## config.mk

```make
export PLATFORM = sky130hd
export DESIGN_NAME = ed25519_point_encoder
export DESIGN_NICKNAME = d
export VERILOG_FILES = /design/src/rtl/ed25519_point_encoder.sv
export SDC_FILE = /design/constraint.sdc
export NUM_CORES = 2
export LEC_CHECK = 0
export CAP_MARGIN = 20
export CORE_MARGIN = 5
export CORE_UTILIZATION = 45
export CTS_CLUSTER_DIAMETER = 80
export DETAILED_ROUTE_END_ITERATION = 8
export MAX_ROUTING_LAYER = met4
export PLACE_DENSITY = 0.67
export SETUP_SLACK_MARGIN = 0.4
export SLEW_MARGIN = 5
export SYNTH_ARGS = -nofsm -noshare
export SYNTH_HDL_FRONTEND = slang
export SYNTH_SLANG_ARGS = --single-unit
```

## constraint.sdc

```tcl
create_clock -name i_clk -period 2.51 [get_ports i_clk]
set_clock_uncertainty 0.05 [all_clocks]
set_input_delay 0.3765 -clock i_clk [delete_from_list [all_inputs] [get_ports i_clk]]
set_output_delay 0.3765 -clock i_clk [all_outputs]
set_load 0.005 [all_outputs]
```

## src/rtl/ed25519_point_encoder.sv

```systemverilog
// ed25519_point_encoder
//   Turns the 8-beat affine result stream (x as 4 words, then y as 4 words,
//   MSB-first) into the 32-byte compressed encoding {x[0], y[254:0]}. The
//   encoding leaves as a 4-beat stream with a per-frame non-canonical flag.
//   There is one frame buffer, so the input and output phases never overlap.
// Ports:
//   i_clk        clock
//   i_rst        synchronous reset, active-high
//   i_in_valid   upstream word valid
//   i_in_data    upstream 64-bit word
//   o_in_ready   block can accept a word (registered)
//   o_out_valid  output word valid (registered)
//   o_out_data   encoded 64-bit word, MSB-first (registered)
//   i_out_ready  downstream accepts word
//   o_out_last   high with the 4th output word (registered)
//   o_out_err    frame was non-canonical; held for the whole output frame
module ed25519_point_encoder #(
  parameter int IN_BEATS  = 8,
  parameter int OUT_BEATS = 4
) (
  input  logic        i_clk,
  input  logic        i_rst,
  input  logic        i_in_valid,
  input  logic [63:0] i_in_data,
  output logic        o_in_ready,
  output logic        o_out_valid,
  output logic [63:0] o_out_data,
  input  logic        i_out_ready,
  output logic        o_out_last,
  output logic        o_out_err
);

  localparam logic [1:0] S_READ  = 2'd0;
  localparam logic [1:0] S_CHECK = 2'd1;
  localparam logic [1:0] S_OUT   = 2'd2;

  // Field prime p = 2^255 - 19, held at 256 bits so 255-bit fields compare unsigned.
  localparam logic [255:0] P_MOD =
    256'h7FFFFFFFFFFFFFFF_FFFFFFFFFFFFFFFF_FFFFFFFFFFFFFFFF_FFFFFFFFFFFFFFED;

  // True when a 255-bit field element is not reduced modulo p.
  function automatic logic f_ge_p(input logic [254:0] i_v);
    return ({1'b0, i_v} >= P_MOD);
  endfunction

  logic [1:0]   r_state;
  logic [1:0]   w_state_nxt;
  logic [2:0]   r_cnt;
  logic [2:0]   w_cnt_nxt;
  logic [511:0] r_buf;
  logic [255:0] r_enc;
  logic         r_in_ready;
  logic         r_out_valid;
  logic [63:0]  r_out_data;
  logic         r_out_last;
  logic         r_out_err;

  logic         w_out_valid_nxt;
  logic [63:0]  w_out_data_nxt;
  logic         w_out_last_nxt;
  logic         w_out_err_nxt;

  logic [254:0] w_x;
  logic [254:0] w_y;
  logic         w_err;
  logic [255:0] w_enc;
  logic         w_in_fire;
  logic         w_out_fire;
  logic         w_in_final;
  logic         w_out_final;
  logic [1:0]   w_ocnt_nxt;

  assign w_x   = r_buf[510:256];
  assign w_y   = r_buf[254:0];
  // Either pad bit set also makes the frame non-canonical.
  assign w_err = f_ge_p(w_x) | f_ge_p(w_y) | r_buf[511] | r_buf[255];
  assign w_enc = {w_x[0], w_y};

  assign w_in_fire   = r_in_ready & i_in_valid & (r_state == S_READ);
  assign w_out_fire  = r_out_valid & i_out_ready & (r_state == S_OUT);
  assign w_in_final  = (r_cnt == 3'(IN_BEATS - 1));
  assign w_out_final = (r_cnt[1:0] == 2'(OUT_BEATS - 1));
  assign w_ocnt_nxt  = r_cnt[1:0] + 2'd1;

  // State register.
  always_ff @(posedge i_clk) begin
    if (i_rst) begin
      r_state <= S_READ;
    end else begin
      r_state <= w_state_nxt;
    end
  end

  // Next-state logic.
  always_comb begin
    w_state_nxt = r_state;
    case (r_state)
      S_READ: begin
        if (w_in_fire && w_in_final) w_state_nxt = S_CHECK;
        else                         w_state_nxt = S_READ;
      end
      S_CHECK: w_state_nxt = S_OUT;
      S_OUT: begin
        if (w_out_fire && w_out_final) w_state_nxt = S_READ;
        else                           w_state_nxt = S_OUT;
      end
      default: w_state_nxt = S_READ;
    endcase
  end

  // Next values of the counter and of the registered outputs.
  always_comb begin
    w_cnt_nxt       = r_cnt;
    w_out_valid_nxt = r_out_valid;
    w_out_data_nxt  = r_out_data;
    w_out_last_nxt  = r_out_last;
    w_out_err_nxt   = r_out_err;
    case (r_state)
      S_READ: begin
        if (w_in_fire) begin
          if (w_in_final) w_cnt_nxt = 3'd0;
          else            w_cnt_nxt = r_cnt + 3'd1;
        end else begin
          w_cnt_nxt = r_cnt;
        end
      end
      S_CHECK: begin
        // First output word is loaded straight from the check result.
        w_cnt_nxt       = 3'd0;
        w_out_valid_nxt = 1'b1;
        w_out_data_nxt  = w_enc[255:192];
        w_out_last_nxt  = 1'b0;
        w_out_err_nxt   = w_err;
      end
      S_OUT: begin
        if (w_out_fire && w_out_final) begin
          w_cnt_nxt       = 3'd0;
          w_out_valid_nxt = 1'b0;
          w_out_data_nxt  = 64'd0;
          w_out_last_nxt  = 1'b0;
          w_out_err_nxt   = 1'b0;
        end else if (w_out_fire) begin
          // Word k sits at E[64*(3-k) +: 64]; 3-k is ~k for a 2-bit index.
          w_cnt_nxt      = {1'b0, w_ocnt_nxt};
          w_out_data_nxt = r_enc[{~w_ocnt_nxt, 6'd0} +: 64];
          w_out_last_nxt = (w_ocnt_nxt == 2'(OUT_BEATS - 1));
        end else begin
          w_cnt_nxt = r_cnt;
        end
      end
      default: w_cnt_nxt = 3'd0;
    endcase
  end

  // Datapath and output registers.
  always_ff @(posedge i_clk) begin
    if (i_rst) begin
      r_cnt       <= 3'd0;
      r_buf       <= 512'd0;
      r_enc       <= 256'd0;
      r_in_ready  <= 1'b0;
      r_out_valid <= 1'b0;
      r_out_data  <= 64'd0;
      r_out_last  <= 1'b0;
      r_out_err   <= 1'b0;
    end else begin
      r_cnt       <= w_cnt_nxt;
      r_in_ready  <= (w_state_nxt == S_READ);
      r_out_valid <= w_out_valid_nxt;
      r_out_data  <= w_out_data_nxt;
      r_out_last  <= w_out_last_nxt;
      r_out_err   <= w_out_err_nxt;
      // Word k lands at buffer[64*(7-k) +: 64]; 7-k is ~k for a 3-bit index.
      if (w_in_fire) r_buf[{~r_cnt, 6'd0} +: 64] <= i_in_data;
      if (r_state == S_CHECK) r_enc <= w_enc;
    end
  end

  assign o_in_ready  = r_in_ready;
  assign o_out_valid = r_out_valid;
  assign o_out_data  = r_out_data;
  assign o_out_last  = r_out_last;
  assign o_out_err   = r_out_err;

endmodule

```

* After elaboration in Yosys (flattened, before gate mapping)
Index checks and enable logic that the tools add are counted.
** Operators by class
- $add $sub $neg :: 3
- $mul :: 0
- Divide/modulo/power cells :: 0
- Magnitude comparators :: 2
- Equal/unequal tests :: 8
- Shifts and indexed selects :: 3
- Multiplexer cells :: 18
- Bitwise logic cells :: 9
- Reduce and logical (&&, ||, !) cells :: 8
** Operator list (count)
- $bwmux 512 :: 1
- $shift 64x11->512 const A :: 1
- $shiftx 64x11->512 :: 1
- $ge 255x255->1 const B :: 2
- $shiftx 256x9->64 :: 1
- $mux 64 :: 2
- $pmux 64 s2 :: 1
- $mux 3 :: 4
- $neg 9->11 :: 1
- $eq 2x2->1 const B :: 3
- $pmux 1 s2 :: 3
- $pmux 2 s3 :: 1
- $pmux 3 s2 :: 1
- $reduce_and 2->1 :: 3
- $and 1x1->1 :: 4
- $logic_not 2->1 :: 2
- $mux 1 :: 4
- $add 3x1->3 const B :: 1
- $eq 3x3->1 const B :: 1
- $ne 3x2->1 const B :: 1
- $not 3->3 :: 1
- $or 1x1->1 :: 3
- $add 2x1->2 const B :: 1
- $eq 2x1->1 const B :: 1
- other kinds (6) :: 7
** Storage, ports and cells
- Flip-flop bits (word level) :: 841
- Bits in latches :: 0
- RAM bits :: 0
- ROM bits :: 0
- Bits of input ports :: 68
- Output and inout bits :: 68
- Logic and storage cells :: 60
- Memories :: 0

* Longest topological paths before layout
- Word-level depth :: 6
- Depth in mapped cells :: 12
- Gate-level depth less buffers :: 8

* Worst setup path before layout
OpenSTA, ideal clock, no wires.
- Path kind :: reg2reg
- Start :: register r_cnt[0]
- End :: register r_buf[234]
- Library setup time :: 0.070 ns
- Arrival time :: 2.105 ns
- Data required time :: 2.390 ns
- Path slack :: 0.285 ns
- Stages on the path, launching flop included :: 12
- Buffers on the path :: 5
- Clock period less this slack :: 2.225 ns
- Path through :: dfxtp_1 -> buf_6 -> buf_6 -> inv_2 -> ha_1 -> buf_4 -> nor2b_1 -> nand2_1 -> clkbuf_1 -> clkbuf_1 -> nand2_1 -> a21oi_1
** Between the ends
- Longest elaborated chain between the ends :: 4
- Elaborated cells on any way between the ends :: 5
- Classes of those cells :: 1 x add/sub; 2 x shift; 1 x mux; 1 x bitwise
** RTL lines
- start: declaration :: line 48 : logic [2:0] r_cnt;
- start signal: assignment :: line 167 : r_cnt <= w_cnt_nxt;
- $not 3->3 * :: line 174 : if (w_in_fire) r_buf[{~r_cnt, 6'd0} +: 64] <= i_in_data;
- $neg 9->11 * :: line 174
- $shiftx 64x11->512 / $shift 64x11->512 (equally long branches) :: line 174
- $bwmux 512 * :: line 174
- end signal: indexed assignment :: line 174
- end: declaration :: line 50 : logic [511:0] r_buf;
Mark *: on every way between the ends. The rest lies on a longest branch, timed or not.
A chain may end at the register's enable or synchronous reset.

* Final worst setup path
- Start :: register r_buf[211]
- End :: register r_out_err (netlist: o_out_err)
** Between the ends
- Longest elaborated chain between the ends :: 5
** RTL lines
- $ge 255x255->1 :: line 43 : return ({1'b0, i_v} >= P_MOD);
- $or 1x1->1 (3 in a row) :: line 76 : assign w_err = f_ge_p(w_x) | f_ge_p(w_y) | r_buf[511] | r_buf[255];
- $pmux 1 s2 :: line 118 : case (r_state)
- end signal: assignment :: line 172 : r_out_err <= w_out_err_nxt;
- end: declaration :: line 56 : logic r_out_err;
No other way between the ends.

==> results.sh <==
export IMPL_status="completed"
export IMPL_fill_cells=5763
export IMPL_layout_commonest_cell="dfxtp_1"
export IMPL_worstHoldEndpoint="r_enc[14]"
export IMPL_design_portCount=136
export IMPL_htreeDepth=3
export IMPL_clkLatencyLatePin_ns=0.66
export IMPL_synthAdderAreaFrac=0.00265
export IMPL_max_freq_mhz=407
export IMPL_cts_tree="built"
export IMPL_postCtsHoldBufs=0
export IMPL_grt_pass1_vias=26900
export IMPL_start_util=0.453
export IMPL_drt_iter0_drc=4373
export IMPL_ys_types=41
export IMPL_crit_arrival_ns=2.97
export IMPL_area_delta_synth_final_pct=32.6
export IMPL_drtAntennaViolNets=0
export IMPL_setup_viol=0
export IMPL_final_cell_mix="807 x dfxtp_1, 667 x nand2_1, 366 x nor2_1, 357 x a21oi_1, 257 x mux2i_1"
export IMPL_finalWorstSetupSlack_ns=0.0547
export IMPL_startpoint_type="flop"
export IMPL_crit_top_cell="nand4_1"
export IMPL_portBuffers=135
export IMPL_hold_class="input port to flop"
export IMPL_required_ns=3.03
export IMPL_synth_top_family_by_area="simple AND/OR/NAND/NOR gates"
export IMPL_r2r_end="o_out_err"
export IMPL_cts_sinks=841
export IMPL_wl_per_cell_microns=27.7
export IMPL_finish_net_count=4020
export IMPL_synth_edf_count=0
export IMPL_min_period_ns=2.46
export IMPL_drc=0
export IMPL_met3_length_microns=16800
export IMPL_rr_worst_depth=7
export IMPL_ys_flop_type="dfxtp_1"
export IMPL_dieArea_sq_um=79000
export IMPL_hpwlAfterDp_microns=71900
export IMPL_overflow=0
export IMPL_gr_usage_all_layers=0.293
export IMPL_post_route_period_util=0.978
export IMPL_dpl_cell_count=4642
export IMPL_synth_simple_area_share=0.205
export IMPL_num_rows=99
export IMPL_grt_max_degree=97
export IMPL_crit_chain="nand4_1 > nor4_1 > nand4_1 > nor3_1 > a2111oi_0 > buf_4 > a221oi_2"
export IMPL_finalPower_mw=29.0
export IMPL_cts_buffers=87
export IMPL_ys_seq_area_frac=0.509
export IMPL_final_cells=4977
export IMPL_pre_cts_ws_ns=0.0229
export IMPL_drv_cap=0
export IMPL_async_flop_share=0
export IMPL_power_density_nw_per_um2=662
export IMPL_setup_tns_ns=0
export IMPL_tightestPinTransition_ns=0.893
export IMPL_slew_violations=0
export IMPL_synth_avg_cell_area_sq_um=8.77
export IMPL_startpoint="r_buf[211]"
export IMPL_worstHoldStart="i_rst"
export IMPL_firstDrtPassIters=6
export IMPL_place_gp_congestion=0.919
export IMPL_syn_nets=3844
export IMPL_timing_rr_start="r_buf[211]"
export IMPL_clockRootBuffer="clkbuf_16"
export IMPL_fp_dieW_microns=281
export IMPL_ir_worst_vdd_v=0.000509
export IMPL_slew_headroom=0.403
export IMPL_highest_layer="met4"
export IMPL_synthCells=3769
export IMPL_core_sq_um=73000
export IMPL_avgViaCountPerCell=6.35
export IMPL_syn_area_sq_um=33100
export IMPL_drive_gt1_frac=0.233
export IMPL_synth_xor_area_frac=0
export IMPL_ys_ff_latch=841
export IMPL_endpoint_kind="flop"
export IMPL_critPathMaxFanout=4
export IMPL_clkTransAtPathRegs_ns=0.07
export IMPL_rrSetupSlack_ns=0.05
export IMPL_holdPathStages=2
export IMPL_crit_slowest_cell="nor4_1"
export IMPL_clock_path_buffers=3
export IMPL_route_met2_wl_microns=59700
export IMPL_grt_pass1_wl_microns=173000
export IMPL_synth_compound_area_frac=0.110
export IMPL_leakage_nw=14.3
export IMPL_antenna_found_initial=1
export IMPL_cpPeakStageDelay_ns=0.52
export IMPL_met1_length_microns=49700
export IMPL_final_hold_viol_count=0
export IMPL_synthMuxAreaShare=0.121
export IMPL_rsz0062_at_grt="yes"
export IMPL_yosysWarnings=0
export IMPL_vias=31600
export IMPL_crit_type="flop to flop"
export IMPL_die_y_microns=281
export IMPL_wirelength_microns=138000
-- area by class of cell --
class                           count  area (sq um)  share of cell area
Tap cell                          959          1200              0.0274
Inverter                            8          36.3            0.000828
Timing Repair Buffer              447          6210               0.142
Clock inverter                     41           536              0.0122
Clock buffer                      119          2520              0.0576
Sequential cell                   841         16900               0.385
Antenna cell                        2          5.00            0.000114
Multi-Input combinational cell   2560         16400               0.375
-- worst max-delay path, delay by kind of cell (launching register included) --
family | cells | cell delay [ns]
AND/OR/NAND/NOR | 4 | 1.33
flip-flops | 1 | 0.48
AO/OA/AOI/OAI | 2 | 0.33
buffers and inverters | 1 | 0.17
-- per-stage QoR --
stage	cell area, sq um	utilization	hold WS (ns)
floorplan	33100	-	0.379
global placement	35700	0.489	0.388
detailed placement	35700	0.489	0.393
CTS	40000	0.548	0.0142
global route	43800	0.601	0.0474
finish	43800	0.601	0.0324
-- timing repair --
item,CTS,global route
gates resized for setup,95,484
setup endpoints to repair,556,579
gates cloned,21,77
setup buffers,30,45
pin swaps,28,245
-- cell usage after synthesis, types with 2 or more instances --
library cell	instances	area (sq um)
dfxtp_1	841	16800
nand2_1	746	2800
and4_1	2	17.5
nor4_4	2	42.5
nor4_1	30	188
or2_1	2	12.5
buf_4	13	97.6
clkbuf_1	181	679
a211oi_1	64	480
nor3_1	8	40.0
and2_1	2	12.5
mux4_2	64	1440
mux2i_1	257	2570
buf_1	10	37.5
nor2_1	389	1460
ha_1	7	87.6
nor3_2	2	20.0
nand4_1	129	807
buf_2	141	706
inv_1	7	26.3
a21oi_1	518	2590
nand3_1	255	1280
a31oi_1	4	25.0
a22oi_1	64	480
buf_6	15	169
-- logic make-up after synthesis --
group | Yosys count
buffers and inverters | 368
AOI/OAI and AO/OA | 657
DFF | 841
and+or+nand+nor | 1575
muxes | 321
adders and majority gates | 7
-- metal layers --
metal | GRT usage | up-vias
met2 | 0.448 | 2304
met5 | - | -
met4 | 0.137 | 0
li1 | - | 13400
met3 | 0.0483 | 728
met1 | 0.382 | 15100
-- state kept, by name, summed over array words and instances, names as in the netlist --
name,flops
o_in_ready,1
o_out_last,1
o_out_err,1
o_out_valid,1
o_out_data,64
r_enc,256
r_buf,512
r_cnt,3
r_state,2
-- how the worst max path moves through the flow --
stage,to,cells past startpoint
2_1_floorplan,r_buf[136],12
3_3_place_gp,r_buf[370],7
3_5_place_dp,r_buf[346],7
4_1_cts,r_buf[374],9
5_1_grt,r_buf[324],10
6_report,o_out_err,7
-- report_power, final --
part,switching (mW),internal (mW),total [mW],leakage (nW)
sequential,0.0410,13.4,13.4,6.79
combinational,1.11,0.522,1.63,5.99
clock,5.65,8.29,13.9,1.50
total,6.80,22.2,29.0,14.3
Note: power is estimated with default switching activity, not from simulation.
